## config.mk

```make
export PLATFORM = sky130hd
export DESIGN_NAME = regfile_scoreboard
export DESIGN_NICKNAME = d
export VERILOG_FILES = /design/src/rtl/regfile_scoreboard.sv
export SDC_FILE = /design/constraint.sdc
export NUM_CORES = 1
export LEC_CHECK = 0
export ABC_AREA = 1
export CAP_MARGIN = 10
export CORE_AREA = 2 2 145 147
export DETAILED_ROUTE_END_ITERATION = 10
export DIE_AREA = 0 0 147 149
export PLACE_DENSITY = 0.75
export SYNTH_ARGS = -nofsm -noshare
export SYNTH_HDL_FRONTEND = slang
export SYNTH_SLANG_ARGS = --single-unit
```

## constraint.sdc

```tcl
create_clock -name clk -period 8.4 [get_ports clk]
set_clock_uncertainty 0.1 [all_clocks]
set_input_delay 1.68 -clock clk [delete_from_list [all_inputs] [get_ports clk]]
set_output_delay 1.68 -clock clk [all_outputs]
set_load 0.05 [all_outputs]
```

## src/rtl/regfile_scoreboard.sv

```systemverilog
`default_nettype none
// ============================================================================
// Module   : regfile_scoreboard
// Purpose  : Decode-stage register file with write-to-read bypass and a
//            per-register pending-write counter scoreboard that produces
//            the decode stall (RAW hazard and WAW counter back-pressure).
// Revision : 1.0 - initial release
// ============================================================================
module regfile_scoreboard #(
    parameter int DATA_W = 16,
    parameter int ADDR_W = 3,
    parameter int NUM_RD = 2,
    parameter int CNT_W  = 2
) (
    input  logic                       clk,
    input  logic                       rst,
    input  logic                       iss_valid,
    input  logic                       iss_wr_en,
    input  logic [ADDR_W-1:0]          iss_rd,
    input  logic [NUM_RD-1:0]          rd_use,
    input  logic [NUM_RD*ADDR_W-1:0]   rd_sel,
    output logic [NUM_RD*DATA_W-1:0]   rd_data,
    input  logic                       wb_en,
    input  logic [ADDR_W-1:0]          wb_sel,
    input  logic [DATA_W-1:0]          wb_data,
    input  logic                       squash_en,
    input  logic [ADDR_W-1:0]          squash_sel,
    output logic                       stall,
    output logic                       busy,
    output logic                       err
);

    localparam int                 NUM_REGS = 1 << ADDR_W;
    localparam logic [CNT_W-1:0]   PMAX     = '1;

    // Architectural storage and scoreboard state
    logic [DATA_W-1:0] regs    [NUM_REGS];
    logic [CNT_W-1:0]  pending [NUM_REGS];

    // Per-register next-state terms
    logic [CNT_W-1:0]  pend_nxt  [NUM_REGS];
    logic [NUM_REGS-1:0] uflow;
    logic [NUM_RD-1:0]   port_need;

    logic waw_full;
    logic accept;

    // ------------------------------------------------------------------
    // Read ports: writeback data bypasses the array on a select match,
    // independent of whether the operand is actually used.  A port needs
    // to stall when its register still has a writer outstanding after
    // accounting for a writeback landing this very cycle.
    // ------------------------------------------------------------------
    generate
        for (genvar i = 0; i < NUM_RD; i++) begin : g_rd
            logic [ADDR_W-1:0] sel;
            logic              hit;

            assign sel = rd_sel[i*ADDR_W +: ADDR_W];
            assign hit = wb_en && (wb_sel == sel);
            assign rd_data[i*DATA_W +: DATA_W] = hit ? wb_data : regs[sel];
            assign port_need[i] = rd_use[i] && (pending[sel] > CNT_W'(hit));
        end
    endgenerate

    // A counter already at its ceiling cannot take another writer; uses
    // the registered count so a same-cycle writeback does not release it.
    assign waw_full = iss_wr_en && (pending[iss_rd] == PMAX);
    assign stall    = iss_valid && ((|port_need) || waw_full);
    assign accept   = iss_valid && !stall;

    // ------------------------------------------------------------------
    // Counter arithmetic: +1 for an accepted writer, -1 each for a
    // writeback and a squash.  Going below zero clamps and flags error.
    // Overflow is impossible because a writer to a full counter stalls.
    // ------------------------------------------------------------------
    generate
        for (genvar r = 0; r < NUM_REGS; r++) begin : g_cnt
            logic           inc;
            logic [1:0]     dec;
            logic [CNT_W:0] sum;
            logic [CNT_W:0] diff;

            assign inc  = accept && iss_wr_en && (iss_rd == ADDR_W'(r));
            assign dec  = {1'b0, wb_en && (wb_sel == ADDR_W'(r))}
                        + {1'b0, squash_en && (squash_sel == ADDR_W'(r))};
            assign sum  = {1'b0, pending[r]} + {{CNT_W{1'b0}}, inc};
            assign diff = sum - (CNT_W+1)'(dec);
            assign uflow[r]    = ((CNT_W+1)'(dec) > sum);
            assign pend_nxt[r] = uflow[r] ? '0 : diff[CNT_W-1:0];
        end
    endgenerate

    // Register array write from the writeback port
    always_ff @(posedge clk or negedge rst) begin
        if (!rst) begin
            for (int r = 0; r < NUM_REGS; r++) begin
                regs[r] <= '0;
            end
        end else if (wb_en) begin
            regs[wb_sel] <= wb_data;
        end
    end

    // Pending-write counters
    always_ff @(posedge clk or negedge rst) begin
        if (!rst) begin
            for (int r = 0; r < NUM_REGS; r++) begin
                pending[r] <= '0;
            end
        end else begin
            for (int r = 0; r < NUM_REGS; r++) begin
                pending[r] <= pend_nxt[r];
            end
        end
    end

    // Sticky underflow error
    always_ff @(posedge clk or negedge rst) begin
        if (!rst) begin
            err <= 1'b0;
        end else if (|uflow) begin
            err <= 1'b1;
        end
    end

    // Any outstanding writer, from registered state only
    always_comb begin
        busy = 1'b0;
        for (int r = 0; r < NUM_REGS; r++) begin
            busy = busy | (pending[r] != '0);
        end
    end

endmodule
`default_nettype wire
```

==> results of run 1 <==
==> report_power, final <==
group          internal [W]  switching, W
sequential         0.000841      0.000100
combinational      0.000268      0.000483
clock              0.000464      0.000287
total               0.00157      0.000870
==> registers in the layout (all words and copies together), names as in the netlist <==
signal / flops
regs: 128
err: 1
pending: 16
==> tightest hold or removal path, cell delays in order (launching register included) <==
cell	delay, ns
dfrtp_1	0.35
nand2_1	0.05
o21ai_0	0.06
==> final cells by class <==
cell class	count	share of cell area
multi-input combinational	916	0.4466
sequential	145	0.3386
timing repair buffer	87	0.07671
inverter	150	0.05254
clock buffer	25	0.04623
tap	275	0.03211
clock inverter	5	0.007239
==> cells by family after synthesis <==
kind of cell	Yosys count
DFF	145
buffers and inverters	236
xor gates and xnor gates	10
adders and majority gates	50
and+or+nand+nor	425
AOI/OAI and AO/OA	431
==> cells in the final DEF (no fill, tap or decap), drive strengths merged, types with 19 or more instances in the layout <==
cell,n
buf,19
o211ai,64
ha,50
dfrtp,145
a21oi,101
inv,149
clkdlybuf4s50,68
nand3,63
nand2,282
nor2,63
clkbuf,25
o21ai,263
==> layer usage <==
layer / vias up / global-route usage / share of wire
met3: 96 / 0.04985 / 0.075
li1: 4343 / - / -
met4: 0 / 0.1192 / 0.037
met5: - / 0 / 0
met1: 4188 / 0.3254 / 0.43
met2: 418 / 0.4106 / 0.46
==> stage by stage <==
step           setup slack (ns)  total power [W]  instance area [µm²]  hold WS (ns)
6_report                  1.391         0.002443                10720        0.3960
5_1_grt                   1.250         0.002587                10720        0.4268
4_1_cts                   1.478         0.002443                10720        0.4002
2_1_floorplan             2.972         0.001455                 9375        0.3639
3_3_place_gp              1.536         0.001665                10140        0.3788
3_5_place_dp              1.501         0.001689                10140        0.3861
==> final timing paths <==
path / endpoint / slack [ns] / cells past startpoint
worst max-delay path: stall / 1.39 / 13
worst min-delay path: regs[52] / 0.40 / 2
worst max register to register: pending[9] / 4.67 / 21
worst min register to register: regs[52] / 0.40 / 2
max in group asynchronous: regs[117] / 5.68 / 2
min in group asynchronous: regs[38] / 1.24 / 1
==> flow_summary.ini, run 1 <==
[status]
status = finished clean

[place]
portBuffers = 73
place_congestion = 0.9142
place_hpwl_mm = 17.08
dp.cells = 1573

[setup_path]
cp-start-kind = input pin
path_cells = clkdlybuf4s50_1, o22ai_1, a21oi_1, nand2_1, buf_4, inv_1, ha_1, or2_2, nand3_1, nand2_1, nand3_1, and2_1, clkdlybuf4s50_1
crit_family = buffers and inverters
path_class = in2out
crit_buf_inv = 4
path_max_fanout = 33
arrival_ns = 5.23
cpPeakStageDelay_ns = 0.86
startpoint = rd_sel[5]
worstPathRequired_ns = 6.62
cp-end-kind = output pin
slowest_stage = clkdlybuf4s50_1
worstReg2RegStart = pending[2]

[cells_and_area]
num-nets-final = 1406
nFillCells = 1981
diodes = 0
drive_above_1_share = 0.04367
multiInputGateArea_mm2 = 0.004786
stdcell_count = 1603
regArea_mm2 = 0.003628
area.growth.synth_to_final_pct = 14.31
post-route-util = 0.5213

[logic_synthesis]
ys_types = 30
synth_area_mm2 = 0.009375
synthAdderAreaFrac = 0.06673
synth_async_sr_flop_share = 1.000
synth-simple-area-share = 0.1850
synth_top_family_by_area = compound AO/OA/AOI/OAI gates
ys_warn_count = 0
yosys.area.top_type_share = 0.3870
ys_seq_area_frac = 0.3870
syn_nets = 1386
yosysTopAreaCell = dfrtp_1
synthMuxAreaShare = 0
synthTopCellsByArea = dfrtp_1, o21ai_0, nand2_1
post-synth-top-count-cell = nand2_1
syn_area_per_cell_um2 = 7.228
synth-seq-cells = 145
synth_compound_area_frac = 0.2484
synth_xor_area_frac = 0.009342
synth_ff_type = dfrtp_1
synth_common_cells = nand2_1, o21ai_0, inv_1
synth_edf_count = 0
syn-instance-count = 1297

[clock_network]
cts_buffer_depth = 2
clkTransAtPathRegs_ns = 0.06
cts_tree = built
cts_resized = 0
htreeDepth = 4
cts.sinks = 145
cts_buffers = 17
cts_setup_buffers = 0
clockRootBuffer = clkbuf_16
ctsHoldBuffers = 0
clock_latency_ns = 0.43

[floorplanning]
rows = 53
start_util = 0.4561
io_pins = 74
dieHeight_um = 149
core_area_mm2 = 0.02056
dieArea_mm2 = 0.02190
die_width_um = 147

[power_and_ir_drop]
p_leak_nw = 4.972
ir_drop_mv = 0.1470
powerDensity_mw_per_mm2 = 228.0

[detailed_routing]
antenna_left = 0
routedWlPerCell_um = 17.00
via_per_inst = 5.643
vias = 9045
drtPass1Iterations = 8
drc = 0
drt-initial-drc-count = 1007
drt-total-wl_mm = 27.25

[timing]
setup_viol = 0
tns_ns = 0
min_period_ns = 7.009
rsz0062_at_grt = false
maxClockFrequency_mhz = 142.7
relSlewSlack = 0.1792
max_slew.worst_pin.slew_ns = 1.231
fin_crit_sh = 0.8344
final_max_slew_viol_count = 0
finalHoldViolations = 0

[hold_path]
min-delay-path-class = reg2reg
hp-start = regs[52]

[grt]
grt_pass1_wl_mm = 43.90
grt_use_total = 0.2521
overflow = 0
grt_start_max_net_pins = 132
grt_pass1_vias = 8614
antenna_found_initial = 0

[run]
maxCapViolations = 0
(Power assumes the default switching activity.)
==> run 2: changes to the inputs <==
clock period = 6.7 ns   (was 8.4 ns; I/O delays follow)
==> flow_summary.ini, run 2 (synthesized netlist as in run 1, its figures left out) <==
[timing]
relSlewSlack = 0.2006
min_period_ns = 5.555
setup_viol = 0
max_slew.worst_pin.slew_ns = 1.199
finalHoldViolations = 0
maxClockFrequency_mhz = 180.0
fin_ws_ns = 1.145
fin_crit_sh = 0.8291
tns_ns = 0
rsz0062_at_grt = false
final_max_slew_viol_count = 0

[power_and_ir_drop]
cellInternalPower_w = 0.001957
p_leak_nw = 5.067
ir_drop_mv = 0.1802
clkPwrFrac = 0.304
p_sw_w = 0.001149
powerDensity_mw_per_mm2 = 284.9
swShare = 0.3700
seq_power_share = 0.381
power_frac_comb = 0.315

[setup_path]
worstReg2RegStart = pending[10]
path_max_fanout = 74
path_class = in2out
slowest_stage = buf_4
cpPeakStageDelay_ns = 0.53
worstPathRequired_ns = 5.26
cp-end-kind = output pin
startpoint = rd_sel[3]
arrival_ns = 4.11
cp-start-kind = input pin
path_cells = buf_4, inv_2, o22ai_1, a21oi_1, nand2_1, buf_4, inv_1, ha_1, or2_2, nand3_1, nand2_1, nand3_1, and2_1, buf_12

[detailed_routing]
vias = 9034
routedWlPerCell_um = 16.82
drt-total-wl_mm = 27.02
antenna_left = 0
drtPass1Iterations = 7
drt-initial-drc-count = 947
via_per_inst = 5.625
drc = 0

[grt]
grt_use_total = 0.2534
grt_pass1_vias = 8396
grt.met2_usage = 0.3979
use_met3 = 0.05291
grt_start_max_net_pins = 126
grt_pass1_wl_mm = 43.85
gr-usage-met1 = 0.3429
antenna_found_initial = 0
overflow = 0
grt_busiest_layer = met2

[floorplanning]
dieArea_mm2 = 0.02190
die_width_um = 147
io_pins = 74
start_util = 0.4561
dieHeight_um = 149
core_area_mm2 = 0.02056
rows = 53

[clock_network]
cts.sinks = 145
cts_tree = built
cts_buffer_depth = 2
clockRootBuffer = clkbuf_16
cts_setup_buffers = 0
htreeDepth = 4
clock_latency_ns = 0.43
clkTransAtPathRegs_ns = 0.06
ctsHoldBuffers = 0
cts_resized = 0
cts_buffers = 17

[cells_and_area]
top_register = regs
final_cell_mix = nand2_1, o21ai_0, inv_1, dfrtp_1, a21oi_1
nFillCells = 1908
final_common_cell = nand2_1
num-nets-final = 1407
area.growth.synth_to_final_pct = 16.30
drive_above_1_share = 0.06161
regArea_mm2 = 0.003628
diodes = 0
multiInputGateArea_mm2 = 0.004786
top_regs = regs x128, pending x16, err x1
largest_reg_flops = 128

[status]
status = finished clean

[place]
pre_cts_ws_ns = 1.063
place_hpwl_mm = 17.13
place_congestion = 0.9200
portBuffers = 73

[hold_path]
hp-start = regs[122]
min-delay-path-class = reg2reg

[run]
maxCapViolations = 0
## run 2: layer usage
| metal | wire [µm] | share of wire | vias up |
|---|---|---|---|
| li1 | - | - | 4353 |
| met4 | 872 | 0.032 | 0 |
| met1 | 11810 | 0.44 | 4231 |
| met2 | 12370 | 0.46 | 379 |
| met5 | 0 | 0 | - |
| met3 | 1973 | 0.073 | 71 |
## run 2: worst max-delay path: cells and delay by family
family                   cells  cell delay [ns]
AO/OA/AOI/OAI                2             0.27
adder cells (fa/ha/maj)      1             0.27
buffers and inverters        5             1.41
AND/OR/NAND/NOR              6             0.78
## run 2: stage by stage
stage	hold slack [ns]	total power (W)	utilization	cell area, µm²	std cells
CTS	0.4024	0.003107	0.5304	10900	1606
global route	0.4291	0.003283	0.5304	10900	1606
detailed placement	0.3875	0.002160	0.5021	10320	1574
floorplan	0.3639	0.001824	-	9375	1297
finish	0.4045	0.003106	0.5304	10900	1606
global placement	0.3757	0.002128	0.5021	10320	1574
## run 2: final timing paths
kind	endpoint	slack, ns	cells after the start
min in group asynchronous	regs[8]	0.87	1
max in group asynchronous	pending[0]	4.32	2
setup / recovery	stall	1.15	14
hold / removal	regs[122]	0.40	2
hold reg to reg	regs[122]	0.40	2
setup reg to reg	pending[5]	2.97	21
## run 2: cell type report
class | count | area share
clock buffers | 18 | 0.04028
clock inverters | 14 | 0.01308
inverters | 150 | 0.05164
multi-input cells | 916 | 0.4389
flip-flops and latches | 145 | 0.3328
well taps | 275 | 0.03156
repair buffers | 88 | 0.09169
## run 2: power groups by stage
stage	combinational (W)	sequential, W	clock, W
detailed placement	0.000970	0.00119	0
global placement	0.000943	0.00119	0
finish	0.000978	0.00118	0.000945
CTS	0.000976	0.00118	0.000955
global route	0.00109	0.00120	0.000987
floorplan	0.000676	0.00115	0
==> run 3: changes to the inputs <==
clock period = 5.7 ns   (was 6.7 ns; I/O delays follow)
==> flow_summary.ini, run 3 (synthesized netlist as in run 1, its figures left out) <==
[cells_and_area]
diodes = 0
nFillCells = 1907
top_regs = regs x128, pending x16, err x1
num-nets-final = 1407
drive_above_1_share = 0.06998
final_common_cell = nand2_1
area.growth.synth_to_final_pct = 17.94
final_cell_mix = nand2_1, o21ai_0, inv_1, dfrtp_1, a21oi_1
stdcell_count = 1604
largest_reg_flops = 128
top_register = regs

[clock_network]
cts_setup_buffers = 0
clockRootBuffer = clkbuf_16
cts.sinks = 145
cts_tree = built
cts_buffers = 17
cts_buffer_depth = 2
clkTransAtPathRegs_ns = 0.06
cts_resized = 0
ctsHoldBuffers = 0
clock_latency_ns = 0.43
htreeDepth = 4

[power_and_ir_drop]
powerDensity_mw_per_mm2 = 335.0
p_leak_nw = 5.156
ir_drop_mv = 0.2503
p_total_w = 0.003704

[setup_path]
path_class = in2out
startpoint = rd_sel[2]
ff2ff_path_depth = 21
r2r_end = err
arrival_ns = 3.38
cp-endpoint = stall
rrSetupSlack_ns = 2.02
worstReg2RegStart = pending[10]
path_max_fanout = 23
cp-end-kind = output pin
cp-start-kind = input pin
worstPathRequired_ns = 4.46

[floorplanning]
dieHeight_um = 149
dieArea_mm2 = 0.02190
start_util = 0.4561
die_width_um = 147
rows = 53
io_pins = 74
core_area_mm2 = 0.02056

[grt]
grt_pass1_vias = 8547
grt_use_total = 0.2515
grt_pass1_wl_mm = 43.70
overflow = 0
antenna_found_initial = 0
grt_start_max_net_pins = 125

[detailed_routing]
drtPass1Iterations = 5
drc = 0
routedWlPerCell_um = 16.69
drt-total-wl_mm = 26.77
via_per_inst = 5.592
drt-initial-drc-count = 950
vias = 8969
antenna_left = 0

[hold_path]
min-delay-path-class = reg2reg

[place]
place_congestion = 0.9204
place_hpwl_mm = 16.58
portBuffers = 73
dp.cells = 1574

[timing]
final_max_slew_viol_count = 0
maxClockFrequency_mhz = 216.5
fin_crit_sh = 0.8105
max_slew.worst_pin.slew_ns = 1.172
tns_ns = 0
relSlewSlack = 0.2175
min_period_ns = 4.620
rsz0062_at_grt = false
finalHoldViolations = 0
setup_viol = 0
whs_ns = 0.4018

[status]
status = finished clean

[run]
maxCapViolations = 0
[run 3: cell types whose count changed in the layout (fill, tap and decap cells not counted), sizes merged, moves of 3 or more]
cell / change
clkdlybuf4s50: -16
clkinv: +3
inv: -7
buf: +16
[run 3: final cells by class]
cell class,instances,area [µm²],area share
clock buffers,20,436.7,0.03949
clock inverters,10,138.9,0.01256
inverters,150,563.0,0.05092
multi-input cells,916,4786,0.4328
flip-flops and latches,145,3628,0.3282
well taps,275,344.1,0.03112
repair buffers,88,1160,0.1049
[run 3: worst min path at each step]
stage	cells after the start	slack (ns)	start	to
final	2	0.40	regs[57]	regs[57]
after detailed placement	2	0.38	regs[57]	regs[57]
after CTS	2	0.40	regs[57]	regs[57]
after global placement	2	0.38	regs[63]	regs[63]
after global routing	2	0.43	regs[84]	regs[84]
after floorplan	2	0.36	regs[112]	regs[112]
[run 3: metrics by stage]
stage	util	area, µm²	setup WS, ns
2_1_floorplan	-	9375	1.350
3_3_place_gp	0.5099	10480	0.9572
3_5_place_dp	0.5099	10480	0.8045
4_1_cts	0.5379	11060	1.113
5_1_grt	0.5379	11060	0.8388
6_report	0.5379	11060	1.080
[run 3: metal layers]
metal  global-route usage  wire length [µm]  up-vias
met5                    0                 0        -
met4               0.1043               824        0
met3              0.04190              1846       62
met2               0.4138             12570      319
met1               0.3320             11530     4228
li1                     -                 -     4360
[run 3: worst max-delay path, stage by stage]
cell and delay [ns]:
clkdlybuf4s50_1 0.43, inv_1 0.08, buf_4 0.36, nand3_1 0.12, nand2_1 0.08, ha_1 0.22
or2_2 0.27, nand3_1 0.09, nand2_1 0.12, nand3_1 0.12, and2_1 0.18, buf_12 0.15
[run 3: power breakdown]
part	switching, W	internal, W	total [W]	leakage (nW)
registers	0.000153	0.00124	0.00139	1.81
clock network	0.000433	0.000682	0.00111	0.280
logic	0.000719	0.000478	0.00120	3.07
total	0.00130	0.00240	0.00370	5.16
